$ cat config.mk
export PLATFORM = sky130hd
export DESIGN_NAME = adc_capture_ctrl_flat
export DESIGN_NICKNAME = d
export VERILOG_FILES = /design/src/rtl/adc_capture_ctrl_if.sv /design/src/rtl/adc_capture_ctrl.sv /design/src/flat_wrapper.sv
export SDC_FILE = /design/constraint.sdc
export NUM_CORES = 1
export LEC_CHECK = 0
export CAP_MARGIN = 10
export CELL_PAD_IN_SITES_DETAIL_PLACEMENT = 0
export CELL_PAD_IN_SITES_GLOBAL_PLACEMENT = 1
export CORE_ASPECT_RATIO = 0.6
export CORE_MARGIN = 2
export CORE_UTILIZATION = 41
export DETAILED_ROUTE_END_ITERATION = 12
export PLACE_DENSITY_LB_ADDON = 0.1
export SLEW_MARGIN = 10
export SYNTH_ARGS = -nofsm -noshare
export SYNTH_HDL_FRONTEND = slang
export SYNTH_SLANG_ARGS = --single-unit
export TNS_END_PERCENT = 5
$ cat constraint.sdc
create_clock -name adc_clk_i -period 7.6 [get_ports adc_clk_i]
set_input_delay 1.52 -clock adc_clk_i [delete_from_list [all_inputs] [get_ports adc_clk_i]]
set_output_delay 1.52 -clock adc_clk_i [all_outputs]
set_load 0.03 [all_outputs]
$ cat src/rtl/adc_capture_ctrl_if.sv
// Capture RAM write port between the capture sequencer (master) and the sample buffer (slave).
interface adc_capture_ctrl_if #(
   parameter int unsigned ADDR_W = 10
);
   localparam int unsigned WORD_W = 48;

   logic              wr_en_o;
   logic [ADDR_W-1:0] wr_addr_o;
   logic [WORD_W-1:0] wr_data_o;

   modport master (output wr_en_o, output wr_addr_o, output wr_data_o);
   modport slave  (input  wr_en_o, input  wr_addr_o, input  wr_data_o);
endinterface

$ cat src/rtl/adc_capture_ctrl.sv
// Capture sequencer for the dual-channel DDR ADC: arm, trigger, then write a
// decimated block of {B, A} words into the capture RAM.
module adc_capture_ctrl #(
   parameter int unsigned ADDR_W  = 10,
   parameter int unsigned HOLDOFF = 16
) (
   input  logic                 adc_clk_i,
   input  logic                 rst_i,
   input  logic [23:0]          data_a_i,
   input  logic [23:0]          data_b_i,
   input  logic                 start_i,
   input  logic                 abort_i,
   input  logic [1:0]           trig_mode_i,
   input  logic                 trig_ext_i,
   input  logic [11:0]          threshold_i,
   input  logic [ADDR_W-1:0]    length_i,
   input  logic [7:0]           decim_i,
   adc_capture_ctrl_if.master   wr,
   output logic                 busy_o,
   output logic                 armed_o,
   output logic                 done_o
);
   localparam int unsigned SAMPLE_W = 12;
   localparam int unsigned WORD_W   = 2 * SAMPLE_W;
   localparam int unsigned DECIM_W  = 8;
   localparam int unsigned HOLD_W   = $clog2(HOLDOFF);

   typedef enum logic [1:0] {IDLE, ARM, WAIT_TRIG, CAPTURE} state_t;

   state_t                      state;
   logic [WORD_W-1:0]           s1_a;
   logic [WORD_W-1:0]           s1_b;
   logic signed [SAMPLE_W-1:0]  prev_fall;
   logic                        trig_ext_q;
   logic [1:0]                  mode_q;
   logic signed [SAMPLE_W-1:0]  thr_q;
   logic [ADDR_W-1:0]           len_q;
   logic [DECIM_W-1:0]          decim_q;
   logic [HOLD_W-1:0]           hold_cnt;
   logic [DECIM_W-1:0]          decim_cnt;
   logic signed [SAMPLE_W-1:0]  a_rise;
   logic signed [SAMPLE_W-1:0]  a_fall;
   logic                        trig_fire;

   assign a_rise = s1_a[SAMPLE_W-1:0];
   assign a_fall = s1_a[WORD_W-1:SAMPLE_W];

   // Trigger qualifier; a sample equal to the threshold counts as crossed.
   always_comb begin
      trig_fire = 1'b0;
      case (mode_q)
         2'd1:    trig_fire = trig_ext_i & ~trig_ext_q;
         2'd2:    trig_fire = ((prev_fall < thr_q) && (a_rise >= thr_q)) ||
                              ((a_rise < thr_q) && (a_fall >= thr_q));
         default: trig_fire = 1'b1;
      endcase
   end

   always_ff @(posedge adc_clk_i) begin
      if (rst_i) begin
         state        <= IDLE;
         s1_a         <= '0;
         s1_b         <= '0;
         prev_fall    <= '0;
         trig_ext_q   <= 1'b0;
         mode_q       <= '0;
         thr_q        <= '0;
         len_q        <= '0;
         decim_q      <= '0;
         hold_cnt     <= '0;
         decim_cnt    <= '0;
         wr.wr_en_o   <= 1'b0;
         wr.wr_addr_o <= '0;
         wr.wr_data_o <= '0;
         busy_o       <= 1'b0;
         armed_o      <= 1'b0;
         done_o       <= 1'b0;
      end else begin
         s1_a       <= data_a_i;
         s1_b       <= data_b_i;
         prev_fall  <= s1_a[WORD_W-1:SAMPLE_W];
         trig_ext_q <= trig_ext_i;
         wr.wr_en_o <= 1'b0;

         if (abort_i) begin
            state   <= IDLE;
            busy_o  <= 1'b0;
            armed_o <= 1'b0;
            done_o  <= 1'b0;
         end else begin
            case (state)
               IDLE: begin
                  if (start_i) begin
                     mode_q   <= trig_mode_i;
                     thr_q    <= threshold_i;
                     len_q    <= length_i;
                     decim_q  <= decim_i;
                     hold_cnt <= HOLD_W'(HOLDOFF - 1);
                     done_o   <= 1'b0;
                     busy_o   <= 1'b1;
                     state    <= ARM;
                  end
               end
               ARM: begin
                  if (hold_cnt == '0) begin
                     armed_o <= 1'b1;
                     state   <= WAIT_TRIG;
                  end else begin
                     hold_cnt <= hold_cnt - 1'b1;
                  end
               end
               WAIT_TRIG: begin
                  // The word that fires the trigger becomes word 0.
                  if (trig_fire) begin
                     armed_o      <= 1'b0;
                     wr.wr_en_o   <= 1'b1;
                     wr.wr_addr_o <= '0;
                     wr.wr_data_o <= {s1_b, s1_a};
                     decim_cnt    <= decim_q;
                     state        <= CAPTURE;
                  end
               end
               CAPTURE: begin
                  if (wr.wr_en_o && (wr.wr_addr_o == len_q)) begin
                     busy_o <= 1'b0;
                     done_o <= 1'b1;
                     state  <= IDLE;
                  end else if (decim_cnt == '0) begin
                     wr.wr_en_o   <= 1'b1;
                     wr.wr_addr_o <= wr.wr_addr_o + 1'b1;
                     wr.wr_data_o <= {s1_b, s1_a};
                     decim_cnt    <= decim_q;
                  end else begin
                     decim_cnt <= decim_cnt - 1'b1;
                  end
               end
               default: state <= IDLE;
            endcase
         end
      end
   end
endmodule

$ cat src/flat_wrapper.sv
// flat-port wrapper written by rule: the top's interface ports become plain ports
module adc_capture_ctrl_flat 
#(
   parameter int unsigned ADDR_W  = 10,
   parameter int unsigned HOLDOFF = 16
)
  (adc_clk_i, rst_i, data_a_i, data_b_i, start_i, abort_i, trig_mode_i, trig_ext_i, threshold_i, length_i, decim_i, busy_o, armed_o, done_o, wr_wr_en_o, wr_wr_addr_o, wr_wr_data_o);
  adc_capture_ctrl_if #(.ADDR_W(ADDR_W)) wr_i ();
  input  logic adc_clk_i;
  input  logic rst_i;
  input  logic [23:0] data_a_i;
  input  logic [23:0] data_b_i;
  input  logic start_i;
  input  logic abort_i;
  input  logic [1:0] trig_mode_i;
  input  logic trig_ext_i;
  input  logic [11:0] threshold_i;
  input  logic [ADDR_W-1:0] length_i;
  input  logic [7:0] decim_i;
  output logic busy_o;
  output logic armed_o;
  output logic done_o;
  output wire logic [$bits(wr_i.wr_en_o)-1:0] wr_wr_en_o;
  output wire logic [$bits(wr_i.wr_addr_o)-1:0] wr_wr_addr_o;
  output wire logic [$bits(wr_i.wr_data_o)-1:0] wr_wr_data_o;
  assign wr_wr_en_o = wr_i.wr_en_o;
  assign wr_wr_addr_o = wr_i.wr_addr_o;
  assign wr_wr_data_o = wr_i.wr_data_o;
  adc_capture_ctrl #(.ADDR_W(ADDR_W), .HOLDOFF(HOLDOFF)) u_core (.adc_clk_i(adc_clk_i), .rst_i(rst_i), .data_a_i(data_a_i), .data_b_i(data_b_i), .start_i(start_i), .abort_i(abort_i), .trig_mode_i(trig_mode_i), .trig_ext_i(trig_ext_i), .threshold_i(threshold_i), .length_i(length_i), .decim_i(decim_i), .wr(wr_i), .busy_o(busy_o), .armed_o(armed_o), .done_o(done_o));
endmodule
==> results.py <==
metrics = {
    "finish": {
        "num_antenna_cells": 0,
        "syn2layout_area_growth_pct": 30.9,
        "fin_cells": 1189,
        "layout-drive-gt1-share_pct": 5.24,
        "fin_nets": 1071,
        "nFillCells": 1566,
        "fin_area_sq_um": 9330,
        "post-route-util_pct": 54.6,
    },
    "sta": {
        "tightest_slew_ps": 889,
        "setup_slack_ps": 3930,
        "fin_crit_sh_pct": 48.3,
        "slew_violations": 0,
        "setup_tns_ps": 0,
        "skew_ps": 16.8,
        "rsz0062_at_grt": "false",
        "maxSlewHeadroom_pct": 40.2,
        "fmax_mhz": 272,
        "setup_violations": 0,
        "hold_viol": 0,
        "period_minus_slack_ps": 3670,
        "hold_ws_ps": 444,
    },
    "setup_path": {
        "r2r_start": "u_core.thr_q[11]$_SDFFE_PP0P_",
        "worstRegToRegCells": 11,
        "cpPeakStageDelay_ps": 560,
        "crit_fanout": 66,
        "cp_data_required_time_ps": 7910,
        "cp-end-kind": "register",
        "worstReg2RegEnd": "u_core.wr.wr_addr_o[7]$_SDFFE_PP0P_",
        "arrival_ps": 3990,
        "r2r_setup_slack_ps": 3930,
        "startpoint": "u_core.thr_q[11]$_SDFFE_PP0P_",
        "critPathKind": "reg2reg",
        "crit_path_start_kind": "register",
        "cp_slowest_cell": "buf_4",
        "path_cells": "inv_1 -> ha_1 -> nand4_1 -> nor3_1 -> a211oi_1 -> mux2_2 -> a211oi_2 -> o31a_2 -> buf_4 -> o211ai_1 -> a32o_1",
    },
    "clocking": {
        "clock-sinks": 169,
        "cts_tree": "built",
        "clock_path_buffers": 2,
        "htreeDepth": 4,
        "cts_setup_buffers": 0,
        "clk_pin_slew_ps": 80,
        "cts-root-buf": "clkbuf_16",
        "clk_latency_ps": 430,
        "cts-buffers-inserted": 17,
        "post_cts_resized": 0,
        "ctsHoldBuffers": 0,
    },
    "power": {
        "worst_ir_drop_vdd_uv": 149,
        "p_per_area_nw_per_um2": 212,
        "p_leak_nw": 3.38,
        "total_power_mw": 1.98,
    },
    "grt": {
        "grt_pass1_wl_um": 30700,
        "grt_max_degree": 67,
        "grtUsageTotal_pct": 20.8,
        "grt_pass1_vias": 5952,
        "antenna_found_initial": 0,
        "grt.overflow.total": 0,
    },
    "floorplan": {
        "dieArea_sq_um": 18500,
        "coreArea_sq_um": 17100,
        "std_cell_rows": 37,
        "die-height_um": 106,
        "die_x_um": 174,
        "start_util_pct": 41.7,
        "io_pins": 147,
    },
    "synth": {
        "synth_flop_cell": "dfxtp_1",
        "ys_ff_latch": 169,
        "ys_seq_area_share_pct": 47.5,
        "ys_types": 50,
        "avgSynthCellArea_sq_um": 8.67,
        "async_reset_ff_share_pct": 0,
        "synth_nets": 951,
        "syn_inst": 822,
        "netlist_area_sq_um": 7130,
        "synth_edf_count": 0,
        "synth_warnings": 0,
    },
    "placement": {
        "preCtsSetupSlack_ps": 3800,
        "placed_cells": 1157,
        "gp_congestion": 0.875,
        "place_hpwl_um": 13500,
        "port_buffers": 146,
        "placed_cell_area_sq_um": 8740,
    },
    "route": {
        "wire_per_inst_um": 16.2,
        "ant_nets": 0,
        "drt_iter0_drc": 459,
        "viasPerCell": 5.29,
        "drt_pass1_iterations": 7,
        "drt_wl_total_um": 19300,
        "dr_total_vias": 6285,
        "drc": 0,
    },
    "min_path": {
        "worstHoldEndpoint": "u_core.wr.wr_data_o[42]$_SDFFE_PP0P_",
        "hold_depth": 2,
        "hold_path_class": "reg2reg",
        "hp-start": "u_core.s1_b[18]$_SDFF_PP0_",
    },
    "run_status": {
        "status": "complete, no violations",
    },
    "run": {
        "maxCapViolations": 0,
    },
}
## flip-flops by register name, indices dropped and copies added (netlist names), 2 cells and up
signal,flops
u_core.wr.wr_data_o,48
u_core.mode_q,2
u_core.hold_cnt,4
u_core.prev_fall,12
u_core.s1_a,24
u_core.thr_q,12
u_core.state,2
u_core.wr.wr_addr_o,10
u_core.decim_q,8
u_core.len_q,10
u_core.decim_cnt,8
u_core.s1_b,24
## critical path, delay by kind of cell (launching register included)
| family | cells | cell delay, ps |
|---|---|---|
| mux | 1 | 430 |
| buf+inv | 2 | 670 |
| compound gates | 5 | 1470 |
| simple gates | 2 | 250 |
| fa+ha+maj | 1 | 360 |
| flops | 1 | 330 |
## kinds of logic (layout without fill, tap and decap cells)
logic type / Yosys count / after routing / share of synthesized area (%)
flip-flops: 169 / 169 / 47.5
buffers and inverters: 84 / 217 / 4.74
adder cells (fa/ha/maj): 44 / 44 / 7.73
multiplexers: 5 / 5 / 0.720
AND/OR/NAND/NOR: 289 / 289 / 20.3
AO/OA/AOI/OAI: 221 / 221 / 17.8
XOR/XNOR: 10 / 10 / 1.23
## routing by layer
metal  share of wire, %  track usage, %
met4               0.93            6.00
met3                5.2            3.97
met1                 52            30.7
met5                  0               0
met2                 41            30.7
## cell type report
type	instances	area (sq um)	area share [%]
clock buffer	18	429	4.60
clock inverter	14	156	1.68
inverter	31	116	1.25
multi-input combinational	569	3430	36.8
sequential	169	3380	36.3
tap	234	293	3.14
timing repair buffer	154	1520	16.3
## cells in the mapped netlist (10+ instances only)
| master | count | share of area [%] |
|---|---|---|
| ha_1 | 44 | 7.7 |
| inv_1 | 30 | 1.6 |
| o21ai_0 | 63 | 4.4 |
| nand2_1 | 92 | 4.8 |
| clkbuf_1 | 44 | 2.3 |
| nand4_1 | 10 | 0.88 |
| nor2b_1 | 64 | 5.6 |
| a21oi_1 | 109 | 7.7 |
| xnor2_1 | 10 | 1.2 |
| dfxtp_1 | 169 | 47 |
| nand3_1 | 63 | 4.4 |
| nor2_1 | 23 | 1.2 |
## layout by cell type, fill, tap and decap left out, types with 17 or more instances in the layout
cell type        count
inv_1               30
nor2_1              22
o21ai_0             63
nand2_1             91
ha_1                44
nor2b_1             64
nand3_1             63
clkbuf_16           17
a21oi_1            108
clkdlybuf4s50_1    145
dfxtp_1            169
## report_power, final
part / switching, mW / leakage [nW] / internal (mW) / total, mW
Combinational: 0.0973 / 1.71 / 0.0946 / 0.192
Sequential: 0.0185 / 1.38 / 0.915 / 0.934
Clock: 0.409 / 0.283 / 0.441 / 0.850
## worst max-delay path by stage
stage                                                      end  slack [ps]  cells past startpoint
final                      u_core.wr.wr_addr_o[7]$_SDFFE_PP0P_        3930                     11
after global placement     u_core.wr.wr_addr_o[7]$_SDFFE_PP0P_        3870                      6
after detailed placement   u_core.wr.wr_addr_o[7]$_SDFFE_PP0P_        3800                      6
after global routing       u_core.wr.wr_addr_o[4]$_SDFFE_PP0P_        3690                     11
after CTS                  u_core.wr.wr_addr_o[4]$_SDFFE_PP0P_        3920                     11
after floorplan           u_core.wr.wr_data_o[45]$_SDFFE_PP0P_        4890                      6
Power figures use the tool's default switching activity.
